<file path="src/rtl/wiener_pkg.sv">
// -----------------------------------------------------------------------------
// wiener_pkg
// Shared definitions for the block statistics streamer: default pixel width and
// block size, the matching log2 constant, and the controller state type.
// No ports (package).
// -----------------------------------------------------------------------------
package wiener_pkg;

  localparam int DATA_WIDTH_DEF    = 8;
  localparam int TOTAL_SAMPLES_DEF = 64;
  localparam int LOG2_SAMPLES_DEF  = $clog2(TOTAL_SAMPLES_DEF);

  // ACCUM   : collect one block of pixels and running sums
  // COMPUTE : single cycle to register mean and variance
  // REPLAY  : stream the stored block back out in arrival order
  // GAP     : single idle cycle that clears the accumulators
  typedef enum logic [1:0] {
    ACCUM   = 2'd0,
    COMPUTE = 2'd1,
    REPLAY  = 2'd2,
    GAP     = 2'd3
  } state_e;

endpackage

</file>
<file path="src/rtl/block_stats_streamer_if.sv">
// -----------------------------------------------------------------------------
// block_stats_streamer_if
// Bundles the pixel input handshake, frame configuration and the statistics /
// replay output stream of block_stats_streamer.
//   master : traffic source and result consumer (drives data_in, data_valid,
//            blocks_per_frame; observes everything else)
//   slave  : the streamer itself
// -----------------------------------------------------------------------------
interface block_stats_streamer_if
  import wiener_pkg::*;
#(
  parameter int DATA_WIDTH = DATA_WIDTH_DEF
);

  logic [DATA_WIDTH-1:0]   data_in;
  logic                    data_valid;
  logic                    in_ready;
  logic [31:0]             blocks_per_frame;
  logic [2*DATA_WIDTH-1:0] mean_of_block;
  logic [2*DATA_WIDTH-1:0] variance_of_block;
  logic                    stats_ready;
  logic [DATA_WIDTH-1:0]   data_out;
  logic                    data_out_valid;
  logic [31:0]             block_count;
  logic                    frame_done;

  modport master (
    output data_in, data_valid, blocks_per_frame,
    input  in_ready, mean_of_block, variance_of_block, stats_ready,
           data_out, data_out_valid, block_count, frame_done
  );

  modport slave (
    input  data_in, data_valid, blocks_per_frame,
    output in_ready, mean_of_block, variance_of_block, stats_ready,
           data_out, data_out_valid, block_count, frame_done
  );

endinterface

</file>
<file path="src/rtl/block_buffer.sv">
// -----------------------------------------------------------------------------
// block_buffer
// TOTAL_SAMPLES x DATA_WIDTH pixel store for one block.
//   clk     : write clock
//   wr_en   : write strobe, wr_data stored at wr_addr on the rising edge
//   wr_addr : write slot
//   wr_data : pixel to store
//   rd_addr : read slot
//   rd_data : combinational read of rd_addr
// -----------------------------------------------------------------------------
module block_buffer
  import wiener_pkg::*;
#(
  parameter  int DATA_WIDTH    = DATA_WIDTH_DEF,
  parameter  int TOTAL_SAMPLES = TOTAL_SAMPLES_DEF,
  localparam int ADDR_W        = $clog2(TOTAL_SAMPLES)
) (
  input  logic                  clk,
  input  logic                  wr_en,
  input  logic [ADDR_W-1:0]     wr_addr,
  input  logic [DATA_WIDTH-1:0] wr_data,
  input  logic [ADDR_W-1:0]     rd_addr,
  output logic [DATA_WIDTH-1:0] rd_data
);

  logic [DATA_WIDTH-1:0] mem_q [TOTAL_SAMPLES];

  // NOTE: the storage array has no reset; every slot is written before it is
  // read back, and a reset term would turn the array into plain flops.
  always_ff @(posedge clk) begin
    if (wr_en) begin
      mem_q[wr_addr] <= wr_data;
    end
  end

  assign rd_data = mem_q[rd_addr];

endmodule

</file>
<file path="src/rtl/block_stats_streamer.sv">
// -----------------------------------------------------------------------------
// block_stats_streamer
// Collects TOTAL_SAMPLES pixels, computes the floored block mean and variance,
// then replays the block unchanged alongside the statistics.
//   clk   : single clock, rising edge
//   rst_n : synchronous active-low reset
//   bus   : slave side of block_stats_streamer_if
//           in  : data_in, data_valid, blocks_per_frame
//           out : in_ready, mean_of_block, variance_of_block, stats_ready,
//                 data_out, data_out_valid, block_count, frame_done
// Timing: last input transfer on edge t -> COMPUTE -> stats_ready and pixel 0
// visible two cycles after the transfer cycle.
// -----------------------------------------------------------------------------
module block_stats_streamer
  import wiener_pkg::*;
#(
  parameter int DATA_WIDTH    = DATA_WIDTH_DEF,
  parameter int TOTAL_SAMPLES = TOTAL_SAMPLES_DEF
) (
  input logic                   clk,
  input logic                   rst_n,
  block_stats_streamer_if.slave bus
);

  localparam int LOG2_N = $clog2(TOTAL_SAMPLES);
  localparam int SUM_W  = DATA_WIDTH + LOG2_N;
  localparam int SQ_W   = 2*DATA_WIDTH + LOG2_N;
  localparam int OUT_W  = 2*DATA_WIDTH;

  localparam logic [LOG2_N-1:0] LAST_SLOT = LOG2_N'(TOTAL_SAMPLES - 1);
  localparam logic [LOG2_N:0]   RD_END    = (LOG2_N+1)'(TOTAL_SAMPLES);
  localparam logic [LOG2_N:0]   RD_LAST   = (LOG2_N+1)'(TOTAL_SAMPLES - 1);

  // ---------------------------------------------------------------------------
  // State
  // ---------------------------------------------------------------------------
  state_e                  state_q,          state_d;
  logic [LOG2_N-1:0]       in_count_q,       in_count_d;
  logic [SUM_W-1:0]        sum_q,            sum_d;
  logic [SQ_W-1:0]         sum_sq_q,         sum_sq_d;
  logic [LOG2_N:0]         rd_idx_q,         rd_idx_d;
  logic [31:0]             bpf_q,            bpf_d;
  logic [31:0]             block_count_q,    block_count_d;
  logic                    in_ready_q,       in_ready_d;
  logic                    stats_ready_q,    stats_ready_d;
  logic [DATA_WIDTH-1:0]   data_out_q,       data_out_d;
  logic                    data_out_valid_q, data_out_valid_d;
  logic                    frame_done_q,     frame_done_d;
  logic [OUT_W-1:0]        mean_q,           mean_d;
  logic [OUT_W-1:0]        variance_q,       variance_d;

  // ---------------------------------------------------------------------------
  // Datapath helpers
  // ---------------------------------------------------------------------------
  logic                  transfer;
  logic [OUT_W-1:0]      px_sq;
  logic [DATA_WIDTH-1:0] mean_w;
  logic [OUT_W-1:0]      mean_sq;
  logic [OUT_W-1:0]      ex2;
  logic [31:0]           block_inc;
  logic                  block_wrap;
  logic [31:0]           bpf_in;
  logic [LOG2_N-1:0]     rd_addr;
  logic [DATA_WIDTH-1:0] rd_data;

  // in_ready_q is only high in ACCUM, so it doubles as the state qualifier.
  assign transfer = bus.data_valid && in_ready_q;

  assign px_sq = {{DATA_WIDTH{1'b0}}, bus.data_in} * {{DATA_WIDTH{1'b0}}, bus.data_in};

  // Dividing by a power-of-two block size is a plain bit select; both
  // quotients floor, and floor(E[x^2]) >= floor(E[x])^2 keeps the difference
  // non-negative.
  assign mean_w  = sum_q[SUM_W-1:LOG2_N];
  assign ex2     = sum_sq_q[SQ_W-1:LOG2_N];
  assign mean_sq = {{DATA_WIDTH{1'b0}}, mean_w} * {{DATA_WIDTH{1'b0}}, mean_w};

  // ">=" rather than "==" so a frame length lowered below the current index
  // still wraps instead of counting through 2^32.
  assign block_inc  = block_count_q + 32'd1;
  assign block_wrap = (block_inc >= bpf_q);

  assign bpf_in = (bus.blocks_per_frame == 32'd0) ? 32'd1 : bus.blocks_per_frame;

  // COMPUTE fetches slot 0; REPLAY fetches the slot that becomes visible next.
  assign rd_addr = (state_q == REPLAY) ? rd_idx_q[LOG2_N-1:0] : '0;

  block_buffer #(
    .DATA_WIDTH    (DATA_WIDTH),
    .TOTAL_SAMPLES (TOTAL_SAMPLES)
  ) u_buffer (
    .clk     (clk),
    .wr_en   (transfer),
    .wr_addr (in_count_q),
    .wr_data (bus.data_in),
    .rd_addr (rd_addr),
    .rd_data (rd_data)
  );

  // ---------------------------------------------------------------------------
  // Next-state logic
  // ---------------------------------------------------------------------------
  always_comb begin
    // NOTE: every *_d gets a default before the case so no path leaves a
    // variable unassigned, which would otherwise infer a latch.
    state_d          = state_q;
    in_count_d       = in_count_q;
    sum_d            = sum_q;
    sum_sq_d         = sum_sq_q;
    rd_idx_d         = rd_idx_q;
    bpf_d            = bpf_q;
    block_count_d    = block_count_q;
    in_ready_d       = in_ready_q;
    stats_ready_d    = 1'b0;
    data_out_d       = data_out_q;
    data_out_valid_d = data_out_valid_q;
    frame_done_d     = 1'b0;
    mean_d           = mean_q;
    variance_d       = variance_q;

    case (state_q)
      ACCUM: begin
        if (transfer) begin
          sum_d      = sum_q + {{LOG2_N{1'b0}}, bus.data_in};
          sum_sq_d   = sum_sq_q + {{LOG2_N{1'b0}}, px_sq};
          in_count_d = in_count_q + LOG2_N'(1);
          if (in_count_q == '0) begin
            bpf_d = bpf_in;
          end
          if (in_count_q == LAST_SLOT) begin
            state_d    = COMPUTE;
            in_ready_d = 1'b0;
          end
        end
      end

      COMPUTE: begin
        mean_d           = {{DATA_WIDTH{1'b0}}, mean_w};
        variance_d       = ex2 - mean_sq;
        stats_ready_d    = 1'b1;
        data_out_d       = rd_data;
        data_out_valid_d = 1'b1;
        rd_idx_d         = (LOG2_N+1)'(1);
        state_d          = REPLAY;
      end

      REPLAY: begin
        if (rd_idx_q != RD_END) begin
          data_out_d   = rd_data;
          rd_idx_d     = rd_idx_q + (LOG2_N+1)'(1);
          // Registered, so raised while loading the last slot to coincide
          // with that pixel on the output.
          frame_done_d = (rd_idx_q == RD_LAST) && block_wrap;
        end else begin
          data_out_d       = '0;
          data_out_valid_d = 1'b0;
          rd_idx_d         = '0;
          block_count_d    = block_wrap ? 32'd0 : block_inc;
          state_d          = GAP;
        end
      end

      GAP: begin
        sum_d      = '0;
        sum_sq_d   = '0;
        in_count_d = '0;
        in_ready_d = 1'b1;
        state_d    = ACCUM;
      end
    endcase
  end

  // ---------------------------------------------------------------------------
  // Registers
  // ---------------------------------------------------------------------------
  // NOTE: state is updated with non-blocking assignments so every flop samples
  // the pre-edge values regardless of statement order.
  always_ff @(posedge clk) begin
    if (!rst_n) begin
      state_q          <= ACCUM;
      in_count_q       <= '0;
      sum_q            <= '0;
      sum_sq_q         <= '0;
      rd_idx_q         <= '0;
      bpf_q            <= 32'd1;
      block_count_q    <= '0;
      in_ready_q       <= 1'b1;
      stats_ready_q    <= 1'b0;
      data_out_q       <= '0;
      data_out_valid_q <= 1'b0;
      frame_done_q     <= 1'b0;
      mean_q           <= '0;
      variance_q       <= '0;
    end else begin
      state_q          <= state_d;
      in_count_q       <= in_count_d;
      sum_q            <= sum_d;
      sum_sq_q         <= sum_sq_d;
      rd_idx_q         <= rd_idx_d;
      bpf_q            <= bpf_d;
      block_count_q    <= block_count_d;
      in_ready_q       <= in_ready_d;
      stats_ready_q    <= stats_ready_d;
      data_out_q       <= data_out_d;
      data_out_valid_q <= data_out_valid_d;
      frame_done_q     <= frame_done_d;
      mean_q           <= mean_d;
      variance_q       <= variance_d;
    end
  end

  // ---------------------------------------------------------------------------
  // Outputs
  // ---------------------------------------------------------------------------
  assign bus.in_ready          = in_ready_q;
  assign bus.mean_of_block     = mean_q;
  assign bus.variance_of_block = variance_q;
  assign bus.stats_ready       = stats_ready_q;
  assign bus.data_out          = data_out_q;
  assign bus.data_out_valid    = data_out_valid_q;
  assign bus.block_count       = block_count_q;
  assign bus.frame_done        = frame_done_q;

endmodule

</file>
<file path="src/flat_wrapper.sv">
// flat-port wrapper written by rule: the top's interface ports become plain ports
module block_stats_streamer_flat import wiener_pkg::*;
#(
  parameter int DATA_WIDTH    = DATA_WIDTH_DEF,
  parameter int TOTAL_SAMPLES = TOTAL_SAMPLES_DEF
)
  (clk, rst_n, bus_data_in, bus_data_valid, bus_blocks_per_frame, bus_in_ready, bus_mean_of_block, bus_variance_of_block, bus_stats_ready, bus_data_out, bus_data_out_valid, bus_block_count, bus_frame_done);
  block_stats_streamer_if #(.DATA_WIDTH(DATA_WIDTH)) bus_i ();
  input logic clk;
  input logic rst_n;
  input wire logic [$bits(bus_i.data_in)-1:0] bus_data_in;
  input wire logic [$bits(bus_i.data_valid)-1:0] bus_data_valid;
  input wire logic [$bits(bus_i.blocks_per_frame)-1:0] bus_blocks_per_frame;
  output wire logic [$bits(bus_i.in_ready)-1:0] bus_in_ready;
  output wire logic [$bits(bus_i.mean_of_block)-1:0] bus_mean_of_block;
  output wire logic [$bits(bus_i.variance_of_block)-1:0] bus_variance_of_block;
  output wire logic [$bits(bus_i.stats_ready)-1:0] bus_stats_ready;
  output wire logic [$bits(bus_i.data_out)-1:0] bus_data_out;
  output wire logic [$bits(bus_i.data_out_valid)-1:0] bus_data_out_valid;
  output wire logic [$bits(bus_i.block_count)-1:0] bus_block_count;
  output wire logic [$bits(bus_i.frame_done)-1:0] bus_frame_done;
  assign bus_i.data_in = bus_data_in;
  assign bus_i.data_valid = bus_data_valid;
  assign bus_i.blocks_per_frame = bus_blocks_per_frame;
  assign bus_in_ready = bus_i.in_ready;
  assign bus_mean_of_block = bus_i.mean_of_block;
  assign bus_variance_of_block = bus_i.variance_of_block;
  assign bus_stats_ready = bus_i.stats_ready;
  assign bus_data_out = bus_i.data_out;
  assign bus_data_out_valid = bus_i.data_out_valid;
  assign bus_block_count = bus_i.block_count;
  assign bus_frame_done = bus_i.frame_done;
  block_stats_streamer #(.DATA_WIDTH(DATA_WIDTH), .TOTAL_SAMPLES(TOTAL_SAMPLES)) u_core (.clk(clk), .rst_n(rst_n), .bus(bus_i));
endmodule
</file>
<file path="config.mk">
export PLATFORM = sky130hd
export DESIGN_NAME = block_stats_streamer_flat
export DESIGN_NICKNAME = d
export VERILOG_FILES = /design/src/rtl/wiener_pkg.sv /design/src/rtl/block_stats_streamer_if.sv /design/src/rtl/block_buffer.sv /design/src/rtl/block_stats_streamer.sv /design/src/flat_wrapper.sv
export SDC_FILE = /design/constraint.sdc
export NUM_CORES = 1
export LEC_CHECK = 0
export BUFFER_PORTS_ARGS = -buffer_cell sky130_fd_sc_hd__buf_2
export CAP_MARGIN = 40
export CORE_MARGIN = 5
export CORE_UTILIZATION = 50
export CTS_BUF_LIST = sky130_fd_sc_hd__clkbuf_4
export CTS_CLUSTER_DIAMETER = 60
export DETAILED_ROUTE_END_ITERATION = 16
export GPL_ROUTABILITY_DRIVEN = 0
export PLACE_DENSITY = 0.67
export REMOVE_ABC_BUFFERS = 1
export SLEW_MARGIN = 20
export SYNTH_ARGS = -nofsm -noshare
export SYNTH_HDL_FRONTEND = slang
export SYNTH_SLANG_ARGS = --single-unit
</file>
<file path="constraint.sdc">
create_clock -name clk -period 12.35 [get_ports clk]
set_input_delay 0.6175 -clock clk [delete_from_list [all_inputs] [get_ports clk]]
set_output_delay 0.6175 -clock clk [all_outputs]
set_load 0.1 [all_outputs]
</file>
==> flow_summary.toml <==
[outcome]
status = "completed"

[drt]
wl_met1_um = 30600
met2_length_um = 36100
vias_per_cell = 5.66
wl_met3_um = 5260
top_layer = "met5"
drc = 0
dr.pass1.iters = 6
via_count = 20400
wl_per_cell_um = 20.5
wl_um = 73800
drt.antenna.violating_nets = 0
drt-initial-drc-count = 1713

[placed_design]
pre_cts_slack_ns = 5.67
placed_area_um2 = 33400
hpwlAfterDp_um = 48100
port_buffers = 110

[setup_path]
cpLargestDelayFamily = "adder cells"
critPathRequiredTime_ns = 13.23
crit_chain = "buf_2 -> buf_4 -> and2_1 -> ha_1 -> xnor2_1 -> fa_1 -> fa_1 -> inv_1 -> fa_1 -> inv_1 -> ha_1 -> nand3_1 -> o211ai_1 -> o41ai_1 -> clkbuf_2 -> o21ai_0 -> a41o_1 -> or3b_2 -> xor2_1 -> nor2_1"
arrival_ns = 6.26
max_stage_delay_ns = 0.56
crit_slowest_cell = "buf_2"
critPathMaxFanout = 37
critPathKind = "input port to flip-flop"
path_common_cell = "fa_1"
end_kind = "flip-flop"
worst_setup_path_start_kind = "input port"
crit_buf_inv = 5

[power_and_ir_drop]
power.internal_w = 0.00411
total_power_w = 0.00608
pwr-share-clk = 0.302
p_leak_nw = 13.7
comb_power_share = 0.277
p_sw_frac = 0.324
vdd_drop_max_uv = 143
p_per_area_nw_per_um2 = 169
p_seq_frac = 0.421
p_sw_w = 0.00197

[timing]
fin_skew_ns = 0.0435
period_share = 0.436
setup_viol = 0
max_freq_mhz = 186
period_minus_slack_ns = 5.38
slew_headroom = 0.429
final.setup.tns_ns = 0
hold_viol_final = 0
rsz0062_at_grt = "false"
fin_ws_ns = 6.97
worst_pin_slew_ns = 0.851
slew_viol_final = 0

[synth]
postSynthCellCount = 2359
ys.flop_type = "edfxtp_1"
yosysUniqueCellTypes = 69
synth_area_um2 = 31800
synth_edf_count = 512
ys_async_sr_fraction = 0
ys_warn_count = 0
ys_seq_elements = 663
ys_seq_area_frac = 0.578
syn_area_per_cell_um2 = 13.5

[global_routing]
grt-ovfl-total = 0
antenna_found_initial = 3
grt_max_degree = 76
grt_pass1_vias = 21000
grt_pass1_wl_um = 116000
track_usage = 0.213

[floorplanning]
dieHeight_um = 262
rows = 92
fp.dieArea_um2 = 68800
core_region_area_um2 = 63100
die-width_um = 262
ios = 119
initial_core_util = 0.504

[clock_tree]
clk_latency_ns = 1.04
cts_setup_buffers = 0
cts_tree = "built"
cts_resized = 0
cts.path.max_buffers = 3
clock_sinks = 663
cts_root_buffer = "clkbuf_4"
cts.clk_slew.worst_paths_ns = 0.07
numCtsBuffers = 170
htreeDepth = 4

[final_layout]
seqCellArea_um2 = 18400
fillers = 5202
multiInputGateArea_um2 = 12200
final_core_util = 0.570
design_area_um2 = 36000
drive_gt1_frac = 0.216
finalNetCount = 2877
area_delta_synth_final_pct = 13.1

[min_path]
hp-class = "input port to flip-flop"

[job]
cap_violations = 0
-- layer usage --
metal	GRT usage	vias up
met2	0.351	741
li1	-	9340
met4	0.0757	2
met3	0.0484	135
met1	0.280	10200
met5	0	-
-- state kept, by name, summed over array words and instances, names as in the netlist, 2 cells and up --
| name | flops |
|---|---|
| u_core.sum_sq_q | 22 |
| u_core.in_count_q | 6 |
| u_core.bus.mean_of_block | 8 |
| u_core.bus.block_count | 32 |
| u_core.bpf_q | 32 |
| u_core.bus.variance_of_block | 16 |
| u_core.state_q | 2 |
| u_core.bus.data_out | 8 |
| u_core.sum_q | 14 |
| u_core.rd_idx_q | 7 |
| u_core.u_buffer.mem_q | 512 |
-- Yosys cell counts (all sizes together) (9+ instances only) --
cell,n,share of area
nand3,49,0.0077
and2,41,0.0081
nor2,168,0.020
mux4,120,0.085
dfxtp,151,0.095
a211oi,9,0.0021
nand2,209,0.025
mux2i,62,0.020
xor2,38,0.010
a21oi,71,0.011
a22oi,35,0.0083
edfxtp,512,0.48
o21ai,54,0.0085
o211ai,9,0.0021
buf,41,0.0075
o2111ai,10,0.0028
o22ai,26,0.0051
nor4,14,0.0028
ha,132,0.052
and3,23,0.0045
a31oi,16,0.0031
inv,186,0.022
clkbuf,80,0.0094
fa,76,0.048
or3,11,0.0022
xnor2,48,0.013
nand4,17,0.0033
nor3,16,0.0028
a32o,17,0.0057
a21o,21,0.0050
-- cell usage in the layout (no fill, tap or decap), types with 26 or more instances in the layout --
| cell | netlist | layout |
|---|---|---|
| a21oi_1 | 71 | 71 |
| a22oi_1 | 35 | 35 |
| and2_1 | 41 | 39 |
| buf_2 | 14 | 110 |
| buf_4 | 11 | 59 |
| clkbuf_4 | 0 | 248 |
| clkinv_1 | 2 | 31 |
| dfxtp_1 | 151 | 150 |
| dlygate4sd3_1 | 0 | 32 |
| edfxtp_1 | 512 | 512 |
| fa_1 | 76 | 76 |
| ha_1 | 132 | 131 |
| inv_1 | 186 | 185 |
| mux2i_1 | 62 | 62 |
| mux4_2 | 120 | 120 |
| nand2_1 | 208 | 208 |
| nand3_1 | 49 | 49 |
| nor2_1 | 168 | 168 |
| o21ai_0 | 51 | 51 |
| o22ai_1 | 26 | 26 |
| xnor2_1 | 48 | 48 |
| xor2_1 | 38 | 38 |
-- worst paths after layout --
kind	slack, ns	end	cells after the start	from
hold / removal	0.08	u_core.u_buffer.mem_q[31][0]$_DFFE_PP_	1	bus_data_in[0]
setup reg to reg	7.24	u_core.bus.variance_of_block[14]$_SDFFE_PN0P_	14	u_core.sum_q[8]$_SDFFE_PN0P_
hold reg to reg	0.46	u_core.bpf_q[28]$_SDFFE_PN0P_	2	u_core.bpf_q[28]$_SDFFE_PN0P_
setup / recovery	6.97	u_core.sum_sq_q[21]$_SDFFE_PN0P_	20	bus_data_in[3]
-- worst register-to-register path, cell delays in order (launching register included) --
cell and delay [ns]:
dfxtp_1 0.77, and2_1 0.31, fa_1 0.47, fa_1 0.53, fa_1 0.54, inv_1 0.06, fa_1 0.48, ha_1 0.36
a21o_1 0.20, a21oi_1 0.29, o21ai_0 0.16, a41o_1 0.26, o41ai_1 0.37, nand4_1 0.15, o211ai_1 0.11
-- power by group through the flow --
stage          Clock (W)  Sequential, W  Combinational (W)
2_1_floorplan          0        0.00274            0.00114
3_3_place_gp           0        0.00260            0.00163
3_5_place_dp           0        0.00261            0.00167
4_1_cts          0.00188        0.00256            0.00169
5_1_grt          0.00202        0.00257            0.00188
6_report         0.00184        0.00256            0.00168
-- timing repair --
action / CTS / global route
hold endpoints to repair: 32 / 0
setup endpoints to repair: 0 / 0
hold buffers: 32 / 0
-- per-stage QoR --
stage | cells | hold slack (ns)
2_1_floorplan | 2245 | 0.436
3_3_place_gp | 3226 | 0.445
3_5_place_dp | 3247 | 0.447
4_1_cts | 3572 | 0.0331
5_1_grt | 3603 | 0.00486
6_report | 3604 | 0.0844
-- cell families (layout without fill, tap and decap cells) --
logic type                 after synthesis  in the layout  synth area share
muxes                                  183            183             0.105
buffers and inverters                  309            690            0.0391
and+or+nand+nor                        594            594            0.0870
other                                    1             19          0.000118
AOI/OAI and AO/OA                      315            315            0.0670
adders and majority gates              208            208            0.0998
DFF                                    663            663             0.578
xor gates and xnor gates                86             86            0.0237
-- final cells by class --
class                   instances  area share
flip-flops and latches        663       0.511
inverters                     188      0.0196
repair buffers                209      0.0411
clock inverters                45     0.00682
diodes                         11    0.000765
multi-input cells            1394       0.339
well taps                     846      0.0294
clock buffers                 248      0.0517
Power figures use the tool's default switching activity.
